===== src/rtl/conv_frame_ctrl.sv =====
// Frame sequencer for a rate-1/2, 3-stage convolutional encoder.
// Collects a frame of information bits, streams them into the external
// encoder followed by zero tail bits, and registers each (c0, c1) pair
// with first/last framing flags. The encoder is held in reset between frames.
module conv_frame_ctrl #(
  parameter int MAX_LEN  = 64,
  parameter int LEN_W    = 7,
  parameter int TAIL_LEN = 2
) (
  input  logic             clk,
  input  logic             reset,
  input  logic             start,
  input  logic [LEN_W-1:0] frm_len,
  output logic             busy,
  output logic             len_err,
  input  logic             in_valid,
  output logic             in_ready,
  input  logic             in_bit,
  output logic             enc_rst,
  output logic             enc_b0,
  input  logic             enc_c0,
  input  logic             enc_c1,
  output logic             out_valid,
  output logic             out_c0,
  output logic             out_c1,
  output logic             out_first,
  output logic             out_last,
  output logic             done
);

  localparam int IDX_W = (MAX_LEN > 1) ? $clog2(MAX_LEN) : 1;

  typedef enum logic [2:0] {
    IDLE  = 3'd0,
    LOAD  = 3'd1,
    ENC   = 3'd2,
    TAIL  = 3'd3,
    DRAIN = 3'd4
  } state_t;

  state_t           state_q, state_d;
  logic [LEN_W-1:0] len_q, len_d;
  logic [LEN_W-1:0] cnt_q, cnt_d;
  logic [LEN_W-1:0] cnt_inc;
  logic             len_err_q, len_err_d;
  logic             enc_rst_q, enc_rst_d;
  logic             len_ok;
  logic             ready_c;
  logic             wr_en;
  logic             act_c;
  logic             first_c;
  logic             last_c;

  // Output pipeline: stage p1 lines up with the encoder's response,
  // the output registers follow one cycle later.
  logic             vld_p1_q, first_p1_q, last_p1_q;
  logic             out_valid_q, out_c0_q, out_c1_q;
  logic             out_first_q, out_last_q, done_q;

  logic             buf_q [MAX_LEN];

  assign len_ok  = (frm_len != '0) && (frm_len <= LEN_W'(MAX_LEN));
  assign ready_c = (state_q == LOAD) && (cnt_q < len_q);
  assign cnt_inc = cnt_q + LEN_W'(1);

  // Next-state logic: frame sequencing and the shared bit/cycle counter
  always_comb begin
    state_d   = state_q;
    len_d     = len_q;
    cnt_d     = cnt_q;
    len_err_d = 1'b0;
    wr_en     = 1'b0;
    case (state_q)
      IDLE: begin
        if (start) begin
          if (len_ok) begin
            len_d   = frm_len;
            cnt_d   = '0;
            state_d = LOAD;
          end else begin
            len_err_d = 1'b1;
          end
        end
      end
      LOAD: begin
        if (in_valid && ready_c) begin
          wr_en = 1'b1;
          if (cnt_inc == len_q) begin
            cnt_d   = '0;
            state_d = ENC;
          end else begin
            cnt_d = cnt_inc;
          end
        end
      end
      ENC: begin
        if (cnt_q == len_q - LEN_W'(1)) begin
          cnt_d   = '0;
          state_d = TAIL;
        end else begin
          cnt_d = cnt_inc;
        end
      end
      TAIL: begin
        if (cnt_q == LEN_W'(TAIL_LEN - 1)) begin
          cnt_d   = '0;
          state_d = DRAIN;
        end else begin
          cnt_d = cnt_inc;
        end
      end
      DRAIN: begin
        // Two cycles let the last tail pair reach the output registers
        if (cnt_q == LEN_W'(1)) begin
          cnt_d   = '0;
          state_d = IDLE;
        end else begin
          cnt_d = cnt_inc;
        end
      end
      default: begin
        cnt_d   = '0;
        state_d = IDLE;
      end
    endcase
    // Derived from the next state so the encoder reset is a clean flop output
    enc_rst_d = (state_d == IDLE) || (state_d == LOAD);
  end

  assign act_c   = (state_q == ENC) || (state_q == TAIL);
  assign first_c = (state_q == ENC) && (cnt_q == '0);
  assign last_c  = (state_q == TAIL) && (cnt_q == LEN_W'(TAIL_LEN - 1));

  // Control and output registers, cleared asynchronously
  always_ff @(posedge clk or negedge reset) begin
    if (!reset) begin
      state_q     <= IDLE;
      len_q       <= '0;
      cnt_q       <= '0;
      len_err_q   <= 1'b0;
      enc_rst_q   <= 1'b1;
      vld_p1_q    <= 1'b0;
      first_p1_q  <= 1'b0;
      last_p1_q   <= 1'b0;
      out_valid_q <= 1'b0;
      out_c0_q    <= 1'b0;
      out_c1_q    <= 1'b0;
      out_first_q <= 1'b0;
      out_last_q  <= 1'b0;
      done_q      <= 1'b0;
    end else begin
      state_q     <= state_d;
      len_q       <= len_d;
      cnt_q       <= cnt_d;
      len_err_q   <= len_err_d;
      enc_rst_q   <= enc_rst_d;
      // p1: bit driven last cycle is now visible on enc_c0/enc_c1
      vld_p1_q    <= act_c;
      first_p1_q  <= first_c;
      last_p1_q   <= last_c;
      // p2: capture the encoder pair; forced to zero when not valid
      out_valid_q <= vld_p1_q;
      out_c0_q    <= vld_p1_q & enc_c0;
      out_c1_q    <= vld_p1_q & enc_c1;
      out_first_q <= first_p1_q;
      out_last_q  <= last_p1_q;
      done_q      <= last_p1_q;
    end
  end

  // Frame buffer: pure data storage, overwritten on every accepted bit
  always_ff @(posedge clk) begin
    if (wr_en) begin
      buf_q[cnt_q[IDX_W-1:0]] <= in_bit;
    end
  end

  assign busy      = (state_q != IDLE);
  assign in_ready  = ready_c;
  assign len_err   = len_err_q;
  assign enc_rst   = enc_rst_q;
  assign enc_b0    = (state_q == ENC) ? buf_q[cnt_q[IDX_W-1:0]] : 1'b0;
  assign out_valid = out_valid_q;
  assign out_c0    = out_c0_q;
  assign out_c1    = out_c1_q;
  assign out_first = out_first_q;
  assign out_last  = out_last_q;
  assign done      = done_q;

endmodule

===== config.mk =====
export PLATFORM = sky130hd
export DESIGN_NAME = conv_frame_ctrl
export DESIGN_NICKNAME = d
export VERILOG_FILES = /design/src/rtl/conv_frame_ctrl.sv
export SDC_FILE = /design/constraint.sdc
export NUM_CORES = 1
export LEC_CHECK = 0
export CAP_MARGIN = 20
export CELL_PAD_IN_SITES_DETAIL_PLACEMENT = 1
export CELL_PAD_IN_SITES_GLOBAL_PLACEMENT = 2
export CORE_MARGIN = 2
export CORE_UTILIZATION = 43
export CTS_BUF_LIST = sky130_fd_sc_hd__clkbuf_4 sky130_fd_sc_hd__clkbuf_8
export DETAILED_ROUTE_END_ITERATION = 12
export GPL_TIMING_DRIVEN = 0
export PLACE_DENSITY = 0.94
export SLEW_MARGIN = 20
export SYNTH_ARGS = -nofsm -noshare
export SYNTH_HDL_FRONTEND = slang
export SYNTH_SLANG_ARGS = --single-unit

===== constraint.sdc =====
create_clock -name clk -period 3.3 [get_ports clk]
set_input_delay 0.66 -clock clk [delete_from_list [all_inputs] [get_ports clk]]
set_output_delay 0.66 -clock clk [all_outputs]
set_load 0.05 [all_outputs]

---- After elaboration in Yosys (flattened, before gate mapping) ----
Memories as Yosys holds them, arrays and structs flattened.
Index checks and enable logic that the tools add are counted.
storage, ports and cells
  bits in latches ......................... 0
  ROM bits ................................ 0
  output and inout port bits .............. 11
  bits in registers ....................... 27
  memory bits (writable) .................. 64
  bits of input ports ..................... 14
  memories ................................ 1
memories
  memory  words  bits a word  read ports  clocked after memory_dff  write ports  line  text
  buf_q   64     1            1           0                         1            60    logic buf_q [MAX_LEN];
operators by class
  $lt $le $gt $ge ......................... 2
  reductions and logical operators ........ 15
  div/mod/pow operators ................... 0
  add/subtract/negate cells ............... 2
  shift-type cells ........................ 0
  multiply operators ...................... 0
  bitwise gates (word level) .............. 2
  equal/unequal tests ..................... 11
  muxes and demuxes ....................... 23
operators by type and width
  operator             number
  $mux 7               6
  $pmux 7 s4           1
  $mux 3               7
  $pmux 3 s5           1
  $eq 7x7->1           2
  $mux 1               8
  $add 7x1->7 const B  1
  $eq 7x1->1 const B   1
  $le 7x7->1 const B   1
  $logic_not 7->1      1
  $lt 7x7->1           1
  $reduce_bool 7->1    1
  $sub 7x1->7 const B  1
  $eq 3x1->1 const B   2
  $eq 3x2->1 const B   2
  $logic_not 3->1      2
  $reduce_and 3->1     2
  $logic_and 1x1->1    5
  $ne 2x2->1 const B   2
  $eq 3x3->1 const B   1
  $reduce_bool 3->1    1
  $and 1x1->1          2
  $logic_or 1x1->1     2
  $ne 2x1->1 const B   1
  $reduce_or 2->1      1

---- Longest topological paths before layout ----
  depth after elaboration ................. 7
  depth in mapped cells ................... 10
  mapped depth without buffers ............ 8

---- Least setup slack after synthesis ----
Ideal clock, no wire load.
  path kind ............................... register -> output
  from .................................... reg cnt_q[2]
  to ...................................... out enc_b0
  buffers on the path ..................... 3
  path slack .............................. -11 ps
  arrival ................................. 2,651 ps
  stages on the path, launching flop included .. 9
  cells stage by stage .................... dfrtp_1 buf_4 clkbuf_8 or2_2 clkbuf_1 o21ai_0 nand2_1 a21o_1 a211oi_1
between the ends
  cells in the longest elaborated chain, start to end .. 2
RTL lines
  what                    line  text
  start, declared         43    logic [LEN_W-1:0] cnt_q, cnt_d;
  start signal, assigned  154   cnt_q <= cnt_d;
  $mem_v2 64x1            n/a
  $mux 1                  182   assign enc_b0 = (state_q == ENC) ? buf_q[cnt_q[IDX_W-1:0]] : 1'b0;
  end, declared           20    output logic enc_b0,
Every way passes these cells.

---- Worst setup path in the final report ----
Ends and elaborated chain as after synthesis.

==> metrics.cfg <==
[outcome]
status=finished clean

[setup_path]
ff2ff_setup_slack_ns=0.32
required_ns=2.64
r2r_end=cnt_q[2]$_DFFE_PN0P_
crit_path_start_kind=flop
crit_type=flop to output pin
cp.arrival_ns=2.56
reg2reg_depth=10
crit_fanout=10
regToRegStartpoint=cnt_q[1]$_DFFE_PN0P_
worstSetupEndpointType=output pin

[routing]
viasPerCell=5.914
wl_per_cell_um=21.26
drt_iter0_drc=197
ant_nets=0
drcViolationCount=0
vias=3377
first_pass_iters=4
drt-total-wl_um=12140

[clocking]
h-tree-depth=3
path_clk_slew_ns=0.09
cts_root_buffer=clkbuf_8
cts_sinks=91
cts_made_buffers=9
insertion_delay_ns=0.37
clk_path_buf_depth=2
cts.hold.buffers_added=0
cts_tree=done

[final_layout]
final_common_cell=edfxtp_1
multi_input_area_um2=2014
regArea_um2=2603
fillers=1148
areaGrowthSynthToFinish_pct=14.49
n_antenna_cell=0
fin_nets=452
fin_util=0.5060
drive_gt1_frac=0.2181
final_cell_mix=edfxtp_1 (64), nor3_1 (53), nor2_1 (28)

[sta]
timing.final.crit_share=0.9767
hold_violations=0
setup_viol=0
report.final.slew_viol_count=0
relSlewSlack=0.5745
rsz0062_at_grt=no
worst_slew_pin_slew_ns=0.6382
period_needed_ns=3.223
tns_ns=0
clock_skew_ns=0.008059
max_freq_mhz=310.3

[yosys]
synth_top_flop_cell=edfxtp_1
synthesis.nets=415
synthDistinctLibCells=63
synth_edf_count=64
synth-simple-area-share=0.1700
synth_top_cell_by_area=edfxtp_1
yosys.area_share.adder=0.02873
synth_top_family_by_area=simple AND/OR/NAND/NOR gates
synth_area_leaders=edfxtp_1 (40%), dfrtp_1 (14%), mux4_2 (6.1%), nor3_1 (5.5%), ha_1 (2.9%)
synth_compound_area_frac=0.08880
ys_ff_latch=91
syn_avg_cell_area_um2=12.28
synth-async-reset-ratio=0.2967
synth-xor-area-share=0.02533
yosysSeqAreaShare=0.5424
synthMuxAreaShare=0.09846
synth_top_area_frac=0.4011
netlist_area_um2=4791
synth_warnings=0
postSynthCellCount=390

[die]
die_w_um=109.6
die_h_um=109.6
coreArea_um2=10840
start_util=0.4419
fp-row-count=38
die_area_um2=12000
ios=25

[global_routing]
grt_pass1_wl_um=19350
grt_pass1_vias=3587
grt_use_total=0.2190
grt-ovfl-total=0
antenna_found_initial=0
grt_max_degree=46

[power_and_ir_drop]
power.density_nw_per_um2=367.6
peakVddDrop_mv=0.2764
p_total_mw=2.016
cellLeakagePower_nw=1.901

[placement]
numPortBuffers=24
gp_congestion=0.7620
hpwlAfterDp_um=8448

[hold_path]
hp-class=input pin to asynchronous set/reset pin

[run]
cap_violations=0

how the worst max path moves through the flow:
stage	from	to	cells past startpoint
4_1_cts	cnt_q[2]$_DFFE_PN0P_	enc_b0	9
3_5_place_dp	cnt_q[0]$_DFFE_PN0P_	enc_b0	7
3_3_place_gp	cnt_q[0]$_DFFE_PN0P_	enc_b0	7
6_report	cnt_q[2]$_DFFE_PN0P_	enc_b0	9
5_1_grt	cnt_q[2]$_DFFE_PN0P_	enc_b0	10
2_1_floorplan	cnt_q[2]$_DFFE_PN0P_	enc_b0	8
cell type report:
| class | count | area share |
|---|---|---|
| plain buffers | 26 | 0.03444 |
| clock buffers | 10 | 0.02395 |
| clock inverters | 5 | 0.01004 |
| inverters | 14 | 0.01026 |
| multi-input cells | 258 | 0.3672 |
| flip-flops and latches | 91 | 0.4745 |
| well taps | 140 | 0.03193 |
| repair buffers | 27 | 0.04767 |
critical path, stage by stage, from the launching register on:
cell and delay [ns]:
dfrtp_1 0.39, buf_4 0.17, clkbuf_8 0.18, buf_8 0.16, mux4_2 0.32, mux2i_1 0.20
o22ai_2 0.12, nor4_4 0.33, a211oi_2 0.13, buf_6 0.17
where the power goes:
part / leakage [nW] / switching, mW / internal, mW
sequential: 0.930 / 0 / 1.22
combinational: 0.879 / 0.0233 / 0.0158
clock: 0.0932 / 0.402 / 0.352
metal layers:
metal	vias up	track usage	wire [µm]
li1	1546	-	-
met1	1744	0.2720	5192
met2	66	0.3823	6264
met4	0	0.08228	257
met3	21	0.03675	423
met5	-	0	0
state kept, by name (all words and copies together) (netlist names):
name	flops
buf_q	64
cnt_q	7
done	1
enc_rst	1
first_p1_q	1
last_p1_q	1
len_err	1
len_q	7
out_c0	1
out_c1	1
out_first	1
out_valid	1
state_q	3
vld_p1_q	1
kinds of logic (layout without fill, tap and decap cells):
family                   Yosys count  count (layout)
flip-flops                        91              91
adder cells (fa/ha/maj)           11              11
buffers and inverters             41              82
AO/OA/AOI/OAI                     55              55
AND/OR/NAND/NOR                  149             149
XOR/XNOR                          13              13
multiplexers                      30              30
synth_stat cells (all sizes together) (2+ instances only):
cell type  number
nand2b          8
a31o            2
nor3           54
nand4           5
nand2          16
mux2i          10
o211ai          8
xnor2           9
nand3b          3
nand3           6
edfxtp         64
o21ai          12
dfrtp          26
a211oi          2
buf            14
a21oi           8
inv            14
mux4           13
and2            5
and2b           2
and3            4
nor2b           2
nor2           28
o311ai          5
a32o            2
clkbuf         13
ha             11
o22ai           4
or3             2
or2             3
xor2            4
a21o            3
nor4            3
mux2            7
or3b            5
stage by stage:
stage | area, µm² | std cells | hold slack (ns) | worst slack [ns]
after global placement | 5211 | 554 | 0.3343 | -0.4598
after CTS | 5470 | 572 | 0.3191 | 0.01746
final | 5485 | 571 | 0.2936 | 0.07680
after detailed placement | 5221 | 555 | 0.3364 | -0.4780
after floorplan | 4796 | 390 | 0.3312 | 0.4348
after global routing | 5485 | 571 | 0.3353 | 0.01222
repair_timing:
| item | 4_1_cts | 5_1_grt |
|---|---|---|
| endpoints found under the hold margin | 0 | 0 |
| buffers inserted | 2 | 0 |
| pin swaps | 1 | 2 |
| resized for setup | 26 | 8 |
| setup endpoints to repair | 28 | 6 |
No activity file was read; power rests on OpenSTA's default activity.
